<file path="src/rtl/fetch_pkg.sv">
// rtl/fetch_pkg.sv - shared widths, constants and queue entry type for instruction fetch
package fetch_pkg;
  localparam int XLEN        = 32;
  localparam int INSTR_BYTES = 4;
  localparam logic [XLEN-1:0] NOP_INSTR = 32'h0000_0013;

  typedef struct packed {
    logic [XLEN-1:0] instr;
    logic [XLEN-1:0] pc;
  } fetch_entry_t;
endpackage

</file>
<file path="src/rtl/fetch_fifo.sv">
// rtl/fetch_fifo.sv - parameterized synchronous FIFO with clear and occupancy count
module fetch_fifo #(
  parameter type DATA_T = logic [31:0],
  parameter int  DEPTH  = 4,
  localparam int AW     = $clog2(DEPTH),
  localparam int CW     = $clog2(DEPTH + 1)
) (
  input  logic          clk,
  input  logic          rst_n,
  input  logic          push,
  input  logic          pop,
  input  logic          clear,
  input  DATA_T         din,
  output DATA_T         dout,
  output logic          full,
  output logic          empty,
  output logic [CW-1:0] count
);
  DATA_T         mem [DEPTH];
  logic [AW-1:0] wr_ptr, rd_ptr;
  logic          do_push, do_pop;

  assign full    = (count == CW'(DEPTH));
  assign empty   = (count == '0);
  assign do_pop  = pop & ~empty & ~clear;
  assign do_push = push & (~full | do_pop) & ~clear;
  assign dout    = mem[rd_ptr];

  always_ff @(posedge clk or negedge rst_n) begin
    if (!rst_n) begin
      wr_ptr <= '0;
      rd_ptr <= '0;
      count  <= '0;
    end else if (clear) begin
      wr_ptr <= '0;
      rd_ptr <= '0;
      count  <= '0;
    end else begin
      if (do_push) wr_ptr <= wr_ptr + AW'(1);
      if (do_pop)  rd_ptr <= rd_ptr + AW'(1);
      count <= count + CW'(do_push) - CW'(do_pop);
    end
  end

  // Storage needs no reset: nothing is read out until it has been written.
  always_ff @(posedge clk) begin
    if (do_push) mem[wr_ptr] <= din;
  end

  overflow_a: assert property (@(posedge clk) disable iff (!rst_n)
    !(push && !clear && full && !do_pop));
  underflow_a: assert property (@(posedge clk) disable iff (!rst_n)
    !(pop && !clear && empty));
endmodule

</file>
<file path="src/rtl/fetch_prefetch_queue.sv">
// rtl/fetch_prefetch_queue.sv - sequential instruction prefetch with credit-limited issue and redirect flush
module fetch_prefetch_queue
  import fetch_pkg::*;
#(
  parameter int              DEPTH    = 4,
  parameter logic [XLEN-1:0] RESET_PC = 32'h0000_0000
) (
  input  logic            clk,
  input  logic            reset,
  output logic            mem_req_valid,
  output logic [XLEN-1:0] mem_req_addr,
  input  logic            mem_req_ready,
  input  logic            mem_rsp_valid,
  input  logic [XLEN-1:0] mem_rsp_data,
  output logic            instr_valid,
  output logic [XLEN-1:0] instr,
  output logic [XLEN-1:0] instr_pc,
  input  logic            instr_ready,
  input  logic            redirect,
  input  logic [XLEN-1:0] redirect_pc
);
  localparam int         CW  = $clog2(DEPTH + 1);
  localparam logic [CW:0] CAP = (CW + 1)'(DEPTH);

  logic [XLEN-1:0] fetch_pc, rsp_pc;
  logic [CW-1:0]   occ, outstanding, drop;
  logic [CW:0]     inflight;
  logic            req_fire, rsp_keep, q_pop;
  logic            q_empty, q_full, tag_empty, tag_full;
  fetch_entry_t    q_head, q_din;
  logic            unused_ok;

  // Queued plus in-flight entries never exceed DEPTH, so a response always has a slot.
  assign inflight      = {1'b0, occ} + {1'b0, outstanding};
  assign mem_req_valid = reset & ~redirect & (inflight < CAP);
  assign mem_req_addr  = fetch_pc;
  assign req_fire      = mem_req_valid & mem_req_ready;

  assign rsp_keep = mem_rsp_valid & ~redirect & (drop == '0);
  assign q_pop    = instr_valid & instr_ready & ~redirect;
  assign q_din    = '{instr: mem_rsp_data, pc: rsp_pc};

  assign instr_valid = ~q_empty;
  assign instr       = q_empty ? '0 : q_head.instr;
  assign instr_pc    = q_empty ? '0 : q_head.pc;

  always_ff @(posedge clk or negedge reset) begin
    if (!reset) begin
      fetch_pc <= RESET_PC;
      drop     <= '0;
    end else if (redirect) begin
      fetch_pc <= {redirect_pc[XLEN-1:2], 2'b00};
      drop     <= outstanding - CW'(mem_rsp_valid);
    end else begin
      if (req_fire) fetch_pc <= fetch_pc + XLEN'(INSTR_BYTES);
      if (mem_rsp_valid && drop != '0) drop <= drop - CW'(1);
    end
  end

  fetch_fifo #(.DATA_T(fetch_entry_t), .DEPTH(DEPTH)) u_instr_q (
    .clk   (clk),
    .rst_n (reset),
    .push  (rsp_keep),
    .pop   (q_pop),
    .clear (redirect),
    .din   (q_din),
    .dout  (q_head),
    .full  (q_full),
    .empty (q_empty),
    .count (occ)
  );

  // Tag FIFO occupancy is the outstanding-request count; dropped tags drain in order.
  fetch_fifo #(.DATA_T(logic [XLEN-1:0]), .DEPTH(DEPTH)) u_tag_q (
    .clk   (clk),
    .rst_n (reset),
    .push  (req_fire),
    .pop   (mem_rsp_valid),
    .clear (1'b0),
    .din   (fetch_pc),
    .dout  (rsp_pc),
    .full  (tag_full),
    .empty (tag_empty),
    .count (outstanding)
  );

  assign unused_ok = &{1'b0, redirect_pc[1:0], q_full, tag_full, tag_empty};
endmodule

</file>
<file path="config.mk">
export PLATFORM = sky130hd
export DESIGN_NAME = fetch_prefetch_queue
export DESIGN_NICKNAME = d
export VERILOG_FILES = /design/src/rtl/fetch_pkg.sv /design/src/rtl/fetch_fifo.sv /design/src/rtl/fetch_prefetch_queue.sv
export SDC_FILE = /design/constraint.sdc
export NUM_CORES = 1
export LEC_CHECK = 0
export CORE_UTILIZATION = 30
export CTS_BUF_LIST = sky130_fd_sc_hd__clkbuf_2
export DETAILED_ROUTE_END_ITERATION = 10
export HOLD_SLACK_MARGIN = 0.12
export PLACE_DENSITY_LB_ADDON = 0.3
export SKIP_LAST_GASP = 1
export SYNTH_ARGS = -nofsm -noshare
export SYNTH_HDL_FRONTEND = slang
export SYNTH_HIERARCHICAL = 1
export SYNTH_SLANG_ARGS = --single-unit
export TNS_END_PERCENT = 30
</file>
<file path="constraint.sdc">
create_clock -name clk -period 3.4 [get_ports clk]
set_clock_uncertainty 0.15 [all_clocks]
set_input_delay 0.68 -clock clk [delete_from_list [all_inputs] [get_ports clk]]
set_output_delay 0.68 -clock clk [all_outputs]
set_load 0.02 [all_outputs]
</file>
==> summary.md <==
| Metric | Value |
|---|---|
| Status | complete, but fails checks |
| Failing checks | negative setup slack |
| Post-route insts no fill | 2139 |
| Crit-path max FO | 5 |
| Setup-failing EPs final | 65 |
| Most frequent CP cell | buf_12 |
| Worst Setup Slack, final | -191 ps |
| Drt pass-1 iters | 5 |
| Clock tree buffer depth | 3 |
| Max-cap violations | 0 |
| RSZ-0062 raised after global routing | yes |
| Final Cycle Share | 106% |
| DR WL/cell | 19.7 um |
| Worst hold path class | in -> reg |
| Pre-CTS WS | 10.7 ps |
| Num CTS Buffers | 109 |
| Final WL | 42.1 mm |
| Routed vias/inst | 4.64 |
| Slew @ Worst Pin | 720 ps |
| Max-slew headroom | 51.8% |
| Crit-path cells | buf_12, buf_12, buf_16, mux4_2, nor2b_1, buf_2 |
| Initial antenna violation count | 1 |
| CTS clock-pin slew for the worst setup and hold paths | 100 ps |
| Gr usage total | 14.5% |
| Height of the die | 243 um |
| First-pass GRT wire length | 64.2 mm |
| H-tree levels | 3 |
| Yosys Warn Count | 6 |
| CTS tree | built |
| Detailed-route via count | 9921 |
| Placed Cells | 1850 |
| P_leak | 7.77 nW |
| Area growth syn-to-layout | 28.4% |
| Crit Path Class | reg -> out |
| Pwr dens | 484 nW/um^2 |
| FP Rows | 87 |
| Initial DRC count | 499 |
| Commonest cells after routing, fill and taps aside | edfxtp_1, clkbuf_2, mux4_2, clkdlybuf4s50_1, dlygate4sd3_1 |
| DIE WIDTH | 243 um |
| CP required | 2570 ps |
| Max stage delay cell, worst path | dfrtp_4 |
| GP Congestion | 0.742 |
| Worst EP arrival | 2760 ps |
| CORE AREA | 56900 um^2 |
| Largest net degree at the start of global routing | 48 |
| DPL Wire Length | 24.0 mm |
| Layout net count | 1388 |
| Largest stage delay, worst path | 540 ps |
| CP Capture Type | output port |
| Endpoints failing hold | 0 |
| Peak supply drop | 0.196 mV |
| Input/output buffers | 163 |
| Clk_lat worst skew | 1070 ps |
| Root buffer cell | clkbuf_2 |
| Clock sink count | 431 |
| Die area | 59100 um^2 |
| Commonest non-fill, non-tap cell in the layout | edfxtp_1 |
| Total chip power | 10.8 mW |
| Minimum clock period | 3590 ps |
| Routed Antenna Nets | 0 |
| Max Clk Rate | 278 MHz |
| Top Ports | 168 |
| Crit path launch type | register |
| Avg Cell Area, Syn | 18.8 um^2 |
| Initial cell density of the core | 30.6% |
| Vias in the first global route | 10600 |
| Slew Limit Fails | 0 |
| Synthesized cell area | 17400 um^2 |
| Layout cell share with drive strength beyond 1 | 32.4% |
| Drc violations | 0 |
| Gate Count Post-Synth | 929 |
| GRT overflow | 0 |
[area by class of cell]
class | instances | area [um^2]
diodes | 2 | 5.00
clock buffers | 166 | 831
clock inverters | 29 | 124
fillers | 5264 | 34600
inverters | 25 | 93.8
multi-input cells | 436 | 4530
flip-flops and latches | 431 | 12700
well taps | 756 | 946
repair buffers | 294 | 3120
[through the flow]
step                      setup TNS [ps]  cell area [um^2]  hold WS, ps  util [%]
after floorplan                   -83830             17500          234         -
after global routing              -24900             22400          232      39.3
after detailed placement               0             20300          383      35.6
final                              -7960             22400          361      39.3
after CTS                         -25480             22200          151      39.0
after global placement             -32.5             20300          372      35.6
[flip-flops by register name, summed over array words and instances (netlist names)]
| name | count |
|---|---|
| u_instr_q/mem | 256 |
| u_tag_q/rd_ptr | 2 |
| u_instr_q/count | 3 |
| u_tag_q/wr_ptr | 2 |
| mem_req_addr | 30 |
| u_tag_q/count | 3 |
| drop | 3 |
| u_tag_q/mem | 128 |
| u_instr_q/rd_ptr | 2 |
| u_instr_q/wr_ptr | 2 |
[what timing repair did]
action | in CTS | in global routing
hold buffers | 66 | 0
gates resized for setup | 314 | 42
endpoints found under the hold margin | 215 | 0
pin swaps | 1 | 1
cloned | 9 | 1
buffers inserted | 12 | 5
endpoints found under the setup margin | 82 | 80
[metal layers]
layer  wire, um  GRT usage, %
met5          0             0
met4        833          5.16
met3       2020          3.34
met2      20500          23.8
met1      18800          18.9
[path summary, 6_finish.rpt]
kind,cells after the start,from,slack (ps),to
worst max-delay path,6,u_instr_q/rd_ptr[0],-190,instr[18]
worst min-delay path,3,redirect,360,drop[0]
worst max register to register,8,u_instr_q/count[2],320,mem_req_addr[27]
worst min register to register,2,u_tag_q/rd_ptr[1],400,u_tag_q/rd_ptr[1]
max in group asynchronous,4,reset,1920,mem_req_addr[11]
min in group asynchronous,4,reset,680,mem_req_addr[20]
[critical path: cells and delay by family, from the launching register on]
kind,cells,cell delay [ps]
buffers and inverters,4,590
DFF,1,540
muxes,1,410
and+or+nand+nor,1,150
[power by group]
part / switching (mW) / total [mW] / internal, mW
clock: 2.04 / 3.34 / 1.30
combinational: 0.624 / 1.25 / 0.624
sequential: 0.227 / 6.24 / 6.01
Note: power is estimated with default switching activity, not from simulation.
